--- src/rtl/mips_pkg.sv ---
// Shared types and encodings for the multicycle MIPS controller.
// The control-word decode helper turns a state into its Moore outputs.
package mips_pkg;

  typedef enum logic [3:0] {
    ST_IDLE      = 4'd0,
    ST_FETCH     = 4'd1,
    ST_DECODE    = 4'd2,
    ST_MEM_ADDR  = 4'd3,
    ST_MEM_READ  = 4'd4,
    ST_MEM_WB    = 4'd5,
    ST_MEM_WRITE = 4'd6,
    ST_R_EXEC    = 4'd7,
    ST_R_WB      = 4'd8,
    ST_JR        = 4'd9,
    ST_BRANCH    = 4'd10,
    ST_JUMP      = 4'd11,
    ST_I_EXEC    = 4'd12,
    ST_I_WB      = 4'd13,
    ST_ILLEGAL   = 4'd14
  } state_t;

  localparam logic [5:0] OP_RTYPE  = 6'h00;
  localparam logic [5:0] OP_REGIMM = 6'h01;
  localparam logic [5:0] OP_J      = 6'h02;
  localparam logic [5:0] OP_BEQ    = 6'h04;
  localparam logic [5:0] OP_BNE    = 6'h05;
  localparam logic [5:0] OP_BGTZ   = 6'h07;
  localparam logic [5:0] OP_ADDI   = 6'h08;
  localparam logic [5:0] OP_ADDIU  = 6'h09;
  localparam logic [5:0] OP_SLTIU  = 6'h0b;
  localparam logic [5:0] OP_ANDI   = 6'h0c;
  localparam logic [5:0] OP_ORI    = 6'h0d;
  localparam logic [5:0] OP_XORI   = 6'h0e;
  localparam logic [5:0] OP_LUI    = 6'h0f;
  localparam logic [5:0] OP_LW     = 6'h23;
  localparam logic [5:0] OP_SW     = 6'h2b;

  localparam logic [5:0] FN_JR = 6'h08;

  localparam logic [1:0] ALUOP_LW  = 2'b00;
  localparam logic [1:0] ALUOP_SW  = 2'b01;
  localparam logic [1:0] ALUOP_R   = 2'b10;
  localparam logic [1:0] ALUOP_IMM = 2'b11;

  localparam logic [1:0] PCSRC_ALU    = 2'b00;
  localparam logic [1:0] PCSRC_ALUOUT = 2'b01;
  localparam logic [1:0] PCSRC_JUMP   = 2'b10;
  localparam logic [1:0] PCSRC_RS     = 2'b11;

  localparam logic [1:0] SRCB_RT     = 2'b00;
  localparam logic [1:0] SRCB_FOUR   = 2'b01;
  localparam logic [1:0] SRCB_IMM    = 2'b10;
  localparam logic [1:0] SRCB_IMM_SH = 2'b11;

  typedef struct packed {
    logic       pc_write;
    logic       branch;
    logic [1:0] pc_source;
    logic       i_or_d;
    logic       mem_read;
    logic       mem_write;
    logic       ir_write;
    logic       reg_dst;
    logic       mem_to_reg;
    logic       reg_write;
    logic       alu_src_a;
    logic [1:0] alu_src_b;
    logic [1:0] alu_op;
    logic       illegal_instr;
  } ctrl_t;

  // FETCH carries ir_write/pc_write here; the top gates them with mem_ready.
  function automatic ctrl_t decode_ctrl(input state_t st, input logic is_sw);
    ctrl_t c;
    c = '0;
    case (st)
      ST_FETCH: begin
        c.mem_read  = 1'b1;
        c.ir_write  = 1'b1;
        c.pc_write  = 1'b1;
        c.alu_src_b = SRCB_FOUR;
        c.alu_op    = ALUOP_LW;
        c.pc_source = PCSRC_ALU;
      end
      ST_DECODE: begin
        c.alu_src_b = SRCB_IMM_SH;
        c.alu_op    = ALUOP_LW;
      end
      ST_MEM_ADDR: begin
        c.alu_src_a = 1'b1;
        c.alu_src_b = SRCB_IMM;
        c.alu_op    = is_sw ? ALUOP_SW : ALUOP_LW;
      end
      ST_MEM_READ: begin
        c.mem_read = 1'b1;
        c.i_or_d   = 1'b1;
      end
      ST_MEM_WB: begin
        c.reg_write  = 1'b1;
        c.mem_to_reg = 1'b1;
      end
      ST_MEM_WRITE: begin
        c.mem_write = 1'b1;
        c.i_or_d    = 1'b1;
      end
      ST_R_EXEC: begin
        c.alu_src_a = 1'b1;
        c.alu_src_b = SRCB_RT;
        c.alu_op    = ALUOP_R;
      end
      ST_R_WB: begin
        c.reg_write = 1'b1;
        c.reg_dst   = 1'b1;
        c.alu_op    = ALUOP_R;
      end
      ST_JR: begin
        c.pc_write  = 1'b1;
        c.pc_source = PCSRC_RS;
      end
      ST_BRANCH: begin
        c.alu_src_a = 1'b1;
        c.alu_src_b = SRCB_RT;
        c.alu_op    = ALUOP_IMM;
        c.branch    = 1'b1;
        c.pc_source = PCSRC_ALUOUT;
      end
      ST_JUMP: begin
        c.pc_write  = 1'b1;
        c.pc_source = PCSRC_JUMP;
      end
      ST_I_EXEC: begin
        c.alu_src_a = 1'b1;
        c.alu_src_b = SRCB_IMM;
        c.alu_op    = ALUOP_IMM;
      end
      ST_I_WB: begin
        c.reg_write = 1'b1;
        c.alu_op    = ALUOP_IMM;
      end
      ST_ILLEGAL: c.illegal_instr = 1'b1;
      default:    c = '0;
    endcase
    return c;
  endfunction

endpackage

--- src/rtl/mc_dispatch.sv ---
// DECODE-state next-state function of opcode/funct.
// I-type ALU opcodes are only accepted when IMM_ALU_EN is defined.
module mc_dispatch
  import mips_pkg::*;
(
  input  logic [5:0] i_opcode,
  input  logic [5:0] i_funct,
  output state_t     o_next_state
);

  always_comb begin
    o_next_state = ST_ILLEGAL;
    case (i_opcode)
      OP_LW, OP_SW: o_next_state = ST_MEM_ADDR;
      OP_RTYPE: begin
        if (i_funct == FN_JR) o_next_state = ST_JR;
        else                  o_next_state = ST_R_EXEC;
      end
      OP_REGIMM, OP_BEQ, OP_BNE, OP_BGTZ: o_next_state = ST_BRANCH;
      OP_J: o_next_state = ST_JUMP;
`ifdef IMM_ALU_EN
      OP_ADDI, OP_ADDIU, OP_SLTIU, OP_ANDI, OP_ORI, OP_XORI, OP_LUI:
        o_next_state = ST_I_EXEC;
`endif
      default: o_next_state = ST_ILLEGAL;
    endcase
  end

endmodule

--- src/rtl/mc_control.sv ---
// Multicycle MIPS main controller (Moore FSM, registered control word).
// Optional feature macro: IMM_ALU_EN builds the I_EXEC/I_WB path.
module mc_control
  import mips_pkg::*;
(
  input  logic       clk,
  input  logic       rst_n,
  input  logic [5:0] opcode,
  input  logic [5:0] funct,
  input  logic       mem_ready,
  output logic       pc_write,
  output logic       branch,
  output logic [1:0] pc_source,
  output logic       i_or_d,
  output logic       mem_read,
  output logic       mem_write,
  output logic       ir_write,
  output logic       reg_dst,
  output logic       mem_to_reg,
  output logic       reg_write,
  output logic       alu_src_a,
  output logic [1:0] alu_src_b,
  output logic [1:0] alu_op,
  output logic       illegal_instr,
  output logic [3:0] state_o
);

  state_t r_state;
  state_t w_next_state;
  state_t w_dispatch;
  ctrl_t  r_ctrl;
  logic   w_fetch;

  mc_dispatch u_dispatch (
    .i_opcode     (opcode),
    .i_funct      (funct),
    .o_next_state (w_dispatch)
  );

  always_comb begin
    w_next_state = r_state;
    case (r_state)
      ST_IDLE:      w_next_state = ST_FETCH;
      ST_FETCH: begin
        if (mem_ready) w_next_state = ST_DECODE;
        else           w_next_state = ST_FETCH;
      end
      ST_DECODE:    w_next_state = w_dispatch;
      ST_MEM_ADDR: begin
        if (opcode == OP_SW) w_next_state = ST_MEM_WRITE;
        else                 w_next_state = ST_MEM_READ;
      end
      ST_MEM_READ: begin
        if (mem_ready) w_next_state = ST_MEM_WB;
        else           w_next_state = ST_MEM_READ;
      end
      ST_MEM_WRITE: begin
        if (mem_ready) w_next_state = ST_FETCH;
        else           w_next_state = ST_MEM_WRITE;
      end
      ST_R_EXEC:    w_next_state = ST_R_WB;
      ST_MEM_WB, ST_R_WB, ST_JR, ST_BRANCH, ST_JUMP, ST_ILLEGAL:
                    w_next_state = ST_FETCH;
`ifdef IMM_ALU_EN
      ST_I_EXEC:    w_next_state = ST_I_WB;
      ST_I_WB:      w_next_state = ST_FETCH;
`endif
      default:      w_next_state = ST_IDLE;
    endcase
  end

  // Control word is decoded from the next state so outputs come straight from flops.
  always_ff @(posedge clk) begin
    if (!rst_n) begin
      r_state <= ST_IDLE;
      r_ctrl  <= '0;
    end else begin
      r_state <= w_next_state;
      r_ctrl  <= decode_ctrl(w_next_state, opcode == OP_SW);
    end
  end

  assign w_fetch       = (r_state == ST_FETCH);
  assign ir_write      = r_ctrl.ir_write & mem_ready;
  assign pc_write      = r_ctrl.pc_write & (mem_ready | ~w_fetch);
  assign branch        = r_ctrl.branch;
  assign pc_source     = r_ctrl.pc_source;
  assign i_or_d        = r_ctrl.i_or_d;
  assign mem_read      = r_ctrl.mem_read;
  assign mem_write     = r_ctrl.mem_write;
  assign reg_dst       = r_ctrl.reg_dst;
  assign mem_to_reg    = r_ctrl.mem_to_reg;
  assign reg_write     = r_ctrl.reg_write;
  assign alu_src_a     = r_ctrl.alu_src_a;
  assign alu_src_b     = r_ctrl.alu_src_b;
  assign alu_op        = r_ctrl.alu_op;
  assign illegal_instr = r_ctrl.illegal_instr;
  assign state_o       = r_state;

endmodule

--- config.mk ---
export PLATFORM = sky130hd
export DESIGN_NAME = mc_control
export DESIGN_NICKNAME = d
export VERILOG_FILES = /design/src/rtl/mips_pkg.sv /design/src/rtl/mc_dispatch.sv /design/src/rtl/mc_control.sv
export SDC_FILE = /design/constraint.sdc
export NUM_CORES = 1
export LEC_CHECK = 0
export ABC_CLOCK_PERIOD_IN_PS = 1700
export CAP_MARGIN = 10
export CORE_MARGIN = 8
export CORE_UTILIZATION = 41
export DETAILED_ROUTE_END_ITERATION = 10
export PLACE_DENSITY_LB_ADDON = 0.12
export SETUP_SLACK_MARGIN = 0.15
export SLEW_MARGIN = 20
export SYNTH_ARGS = -nofsm -noshare
export SYNTH_HDL_FRONTEND = slang
export SYNTH_SLANG_ARGS = --single-unit
export TNS_END_PERCENT = 100
--- constraint.sdc ---
create_clock -name clk -period 1.7 [get_ports clk]
set_input_delay 0.425 -clock clk [delete_from_list [all_inputs] [get_ports clk]]
set_output_delay 0.425 -clock clk [all_outputs]
set_load 0.01 [all_outputs]
### Yosys cells after proc, flatten, opt, wreduce, memory -nomap -nowiden

Cells that the tools add are included.

| word-level totals | value |
|---|---|
| register bits after elaboration | 21 |
| input port bits | 15 |
| output and inout bits | 21 |
| word-level logic and storage cells | 88 |

| cells by class | value |
|---|---|
| equality and inequality tests | 34 |
| mux-type cells | 22 |
| bitwise gates (word level) | 4 |
| reductions and logical operators | 13 |

Operators with widths:

| cell | count |
|---|---|
| equality test 4 bit, second input constant | 12 |
| equality test 4 x 3 -> 1 bit, second input constant | 8 |
| one-hot mux 4 bit (7 select lines) | 1 |
| equality test 6 x 3 -> 1 bit, second input constant | 3 |
| one-hot mux 2 bit (3 select lines) | 3 |
| equality test 4 x 2 -> 1 bit, second input constant | 4 |
| one-hot mux 4 bit (4 select lines) | 1 |
| 2-to-1 mux 1 bit | 13 |
| equality test 6 bit, second input constant | 2 |
| OR reduction 2 bit | 5 |
| OR reduction 3 bit | 3 |
| equality test 4 x 1 -> 1 bit, second input constant | 2 |
| OR reduction 4 bit | 2 |
| OR reduction 7 bit | 1 |
| equality test 6 x 1 -> 1 bit, second input constant | 1 |
| equality test 6 x 2 -> 1 bit, second input constant | 1 |
| equality test 6 x 4 -> 1 bit, second input constant | 1 |
| zero test 6 bit | 1 |
| zero test 4 bit | 1 |
| 2-to-1 mux 2 bit | 2 |
| 2-to-1 mux 4 bit | 1 |
| 2-to-1 mux 3 bit | 1 |
| bitwise AND 1 bit | 2 |
| NOT 1 bit | 1 |
| bitwise OR 1 bit | 1 |

### Logic depth before layout (Yosys ltp)

| logic depth | value |
|---|---|
| word-level depth | 7 |
| gate-level depth with buffers | 8 |
| mapped depth without buffers | 7 |

### Hierarchy

Synthesis repeated with hierarchy kept, for this count alone.

| second synthesis, totals | value |
|---|---|
| cell total of the unflattened synthesis | 127 |
| area, all modules | 1103.6 sq um |

Modules (own cells, without submodules):

| module | instances | cells each | area an instance (sq um) | seq. area each (sq um) |
|---|---|---|---|---|
| mc_control | 1 | 108 | 974.7 | 420.4 |
| mc_dispatch | 1 | 19 | 128.9 | 0.0 |

### Worst setup path before layout

No wires, ideal clock.

| timing path | value |
|---|---|
| path type | input to register |
| from | input funct[1] |
| to | register r_ctrl (netlist bit alu_op[1]) |
| arrival | 1.676 ns |
| required time | 1.580 ns |
| setup slack | -0.095 ns |
| stages | 5 |
| path buffers | 0 |
| cells stage by stage | nor4b_2 > nand4_2 > a211oi_4 > nor4_1 > o31a_1 |

| on the way | value |
|---|---|
| word-level cells in the longest chain between the ends | 7 |
| elaborated cells on any way between the ends | 13 |
| classes of those cells | eq/ne: 7; mux: 4; reduce/logical: 2 |

RTL lines:

| what | line | text |
|---|---|---|
| start, declared | mc_control.sv:9 | `input logic [5:0] funct,` |
| equality test 6 x 4 -> 1 bit (*) | mc_dispatch.sv:16 | `if (i_funct == FN_JR) o_next_state = ST_JR;` |
| 2-to-1 mux 4 bit (*) | mc_dispatch.sv:16 |  |
| one-hot mux 4 bit (4 select lines) (*) | mc_dispatch.sv:13 | `case (i_opcode)` |
| one-hot mux 4 bit (7 select lines) (*) | mc_control.sv:42 | `case (r_state)` |
| equality test 4 bit or equality test 4 x 3 -> 1 bit (tied branches) | mips_pkg.sv:77 | `case (st)` |
| OR reduction 3 bit (no line) or OR reduction 2 bit (tied branches) | - |  |
| one-hot mux 2 bit (3 select lines) (*) | mips_pkg.sv:77 |  |
| end signal, assigned | mc_control.sv:79 | `r_ctrl <= decode_ctrl(w_next_state, opcode == OP_SW);` |
| end, declared | mc_control.sv:31 | `ctrl_t r_ctrl;` |

Every way passes the cells marked *; elsewhere a longest branch is shown, timed or not.
A chain may end at the register's enable or synchronous reset.

### Worst setup path in the final report

| timing path | value |
|---|---|
| from | register r_state[2] (netlist: state_o[2]) |
| to | output pc_write |

| on the way | value |
|---|---|
| word-level cells in the longest chain between the ends | 4 |

RTL lines:

| what | line | text |
|---|---|---|
| start, declared | mc_control.sv:28 | `state_t r_state;` |
| start signal, assigned | mc_control.sv:78 | `r_state <= w_next_state;` |
| equality test 4 x 1 -> 1 bit | mc_control.sv:83 | `assign w_fetch = (r_state == ST_FETCH);` |
| NOT 1 bit | mc_control.sv:85 | `assign pc_write = r_ctrl.pc_write & (mem_ready \| ~w_fetch);` |
| bitwise OR 1 bit | mc_control.sv:85 |  |
| bitwise AND 1 bit | mc_control.sv:85 |  |
| end, declared | mc_control.sv:11 | `output logic pc_write,` |

Every way passes these cells.

==> metrics.md <==
| Metric | Value |
|---|---|
| RR Startpoint | state_o[2]$_SDFF_PN0_ |
| Unique cell type count in the Yosys netlist | 48 |
| Post-route non-filler standard cell count | 218 |
| P&R area growth vs syn | 72.3% |
| Max reg flops | 4 |
| Initial antenna violation count | 0 |
| Final hold slack | 0.665 ns |
| CTS tree | done |
| Asr flop ratio synth | 0 |
| Synth area leaders | dfxtp_1 (37%), buf_4 (5.3%), nor3b_2 (3.3%), and2_1 (2.8%), nor3_2 (2.7%) |
| Antenna viol nets, final | 0 |
| Yosys top cell by area | dfxtp_1 |
| Fin area | 0.00195 mm2 |
| Io pins | 36 |
| Ant diodes | 0 |
| Final critical-path share of the clock period | 1.12 |
| First-pass GRT wire length | 5610 um |
| Pin count of the biggest net entering global routing | 13 |
| Vias per cell | 5.22 |
| 1st-pass router iterations | 4 |
| Most frequent cells after synthesis | dfxtp_1 (21), buf_4 (8), nand2_1 (7), nor2_1 (7), and2_1 (5) |
| Most frequent cell after synthesis | dfxtp_1 |
| Power Dens Cells | 874 mW/mm2 |
| Switching pwr | 0.000563 W |
| Clock transition at the registers of the reported paths | 0.12 ns |
| CORE AREA | 0.00269 mm2 |
| Hold Startpoint | opcode[3] |
| Post-DP HPWL | 2310 um |
| Combinational power share | 0.520 |
| Num rows | 19 |
| Worst vdd rail ir drop | 0.837 mV |
| Die Ht | 68.5 um |
| Sequential fraction of the synthesis area | 0.372 |
| Yosys top cell area share | 0.372 |
| R2R Setup Slk | -0.19 ns |
| Worst path arrival time | 1.47 ns |
| Residual DRC | 0 |
| IO buf count | 35 |
| Outcome | finished with violations |
| Least-Margin Pin Slew | 0.435 ns |
| Worst Path Class, Setup | reg -> out |
| Critical R2R Capture | alu_op[0]$_SDFF_PN0_ |
| Met3 WL post-DR | 181 um |
| # hold bufs at CTS | 0 |
| Final nets | 203 |
| Sinks on Clock Net | 21 |
| Hold Path Stages | 4 |
| Initial DRC Count | 43 |
| Max_cap viols | 0 |
| GRT Total Usage | 0.158 |
| Crit end category | primary output |
| Final setup fails | 21 |
| Fin worst setup slack | -0.198 ns |
| FF-to-FF path depth | 9 |
| Top Metal Used | met4 |
| Post-Route WL | 3440 um |
| RSZ-0062 raised after global routing | true |
| Met1 wire length | 1300 um |
| Count of final max-slew check failures | 0 |
| Hold Crit Class | in -> reg |
| Skew-Pair Late Insertion Delay | 0.31 ns |
| Max Freq | 527 MHz |
| Synthesized area | 0.00113 mm2 |
| Crit-path max FO | 4 |
| Critical Path Start Type | register |
| Required @ worst endpoint | 1.27 ns |
| Initial Util | 0.421 |
| Syn avg cell area | 10.0 um2 |
| Die footprint | 0.00469 mm2 |
| Vias in the first global route | 1229 |
| H-tree Lvls | 1 |
| Post-DP Area | 0.00172 mm2 |
| Reg power frac | 0.340 |
| Failing checks | negative setup slack |
| P_int | 0.00114 W |
| Layout Skew | 0.0125 ns |
| Placed Cells | 200 |
| Share of cells above drive strength 1 | 0.513 |
| Clock root buffer | clkbuf_4 |
| Leak | 0.896 nW |
| Synth Net Count | 128 |
| Avg WL per Cell | 15.8 um |
| Crit path time final | 1.90 ns |
| Most used DFF post-synth | dfxtp_1 |
| Die W | 68.5 um |
| DR vias | 1137 |
| WL met2 | 1880 um |
| Total global routing overflow | 0 |
| Worst Hold Path EP | alu_op[0]$_SDFF_PN0_ |
| Routability cong. | 0.776 |
| #FFs+latches synth | 21 |
| Clock power frac | 0.140 |
| Ys Warns | 0 |
| Switch share | 0.331 |
| EDFF count, synth | 0 |
| Slew margin rel. | 0.709 |
| Final Hold Viols | 0 |
| Max Buffers Root-to-Sink | 2 |
| Post-layout util | 0.725 |
| TritonCTS buffer count | 3 |
| Synth Instances | 113 |
==> per-layer routing <==
layer,up-vias,track usage
li1,547,-
met1,553,0.166
met2,27,0.290
met3,10,0.0372
met4,0,0.0742
met5,-,0
==> cell usage in the layout (no fill, tap or decap), drive strengths merged, types with 4 or more instances in the layout <==
master,instances
nor3,8
clkdlybuf4s50,4
a31oi,4
and2,6
dfxtp,21
inv,4
nand2,9
a21oi,4
clkdlybuf4s15,4
clkbuf,4
dlygate4sd2,23
o21ai,4
buf,48
nor2,7
nor3b,4
==> worst max-delay path by stage <==
stage | startpoint | cells after the start | slack, ns | end
6_report | state_o[2]$_SDFF_PN0_ | 3 | -0.20 | pc_write
5_1_grt | state_o[2]$_SDFF_PN0_ | 9 | -0.27 | illegal_instr$_SDFF_PN0_
4_1_cts | state_o[2]$_SDFF_PN0_ | 7 | -0.14 | mem_write$_SDFF_PN0_
3_5_place_dp | opcode[0] | 8 | -0.70 | alu_op[0]$_SDFF_PN0_
3_3_place_gp | opcode[0] | 8 | -0.63 | alu_op[0]$_SDFF_PN0_
2_1_floorplan | funct[0] | 7 | -0.01 | alu_src_b[1]$_SDFF_PN0_
==> critical path, stage by stage (launching register included) <==
cell	delay, ns
dfxtp_4	0.38
or2_4	0.23
o41a_1	0.41
buf_2	0.14
==> cells by family after synthesis <==
| logic type | share of synthesized area |
|---|---|
| and+or+nand+nor | 0.342 |
| AOI/OAI and AO/OA | 0.183 |
| DFF | 0.372 |
| buffers and inverters | 0.0797 |
| xor gates and xnor gates | 0.0233 |
==> layout make-up <==
class | count | area (um2)
fill | 212 | 739
inverter | 4 | 15.0
clock inverter | 1 | 5.00
clock buffer | 3 | 22.5
timing repair buffer | 80 | 699
multi-input combinational | 78 | 737
tap | 31 | 38.8
sequential | 21 | 429
==> what timing repair did <==
action                                  in CTS  in global routing
buffers inserted                            10                  4
endpoints found under the setup margin      41                 24
pin swaps                                   19                 11
gates resized for setup                     74                 13
==> power groups by stage <==
stage	logic [W]	registers (W)	clock network [W]
final	0.000885	0.000579	0.000237
after global routing	0.000943	0.000586	0.000267
after CTS	0.000824	0.000579	0.000240
after detailed placement	0.000713	0.000592	0
after global placement	0.000707	0.000592	0
after floorplan	0.000369	0.000603	0
==> stage by stage <==
stage	total power (W)	setup TNS, ns	worst slack, ns
finish	0.00170	-2.92	-0.198
global route	0.00180	-4.63	-0.272
CTS	0.00164	-1.29	-0.136
detailed placement	0.00130	-12.37	-0.697
global placement	0.00130	-11.42	-0.627
floorplan	0.000972	-0.0466	-0.0132
Note: power is estimated with default switching activity, not from simulation.
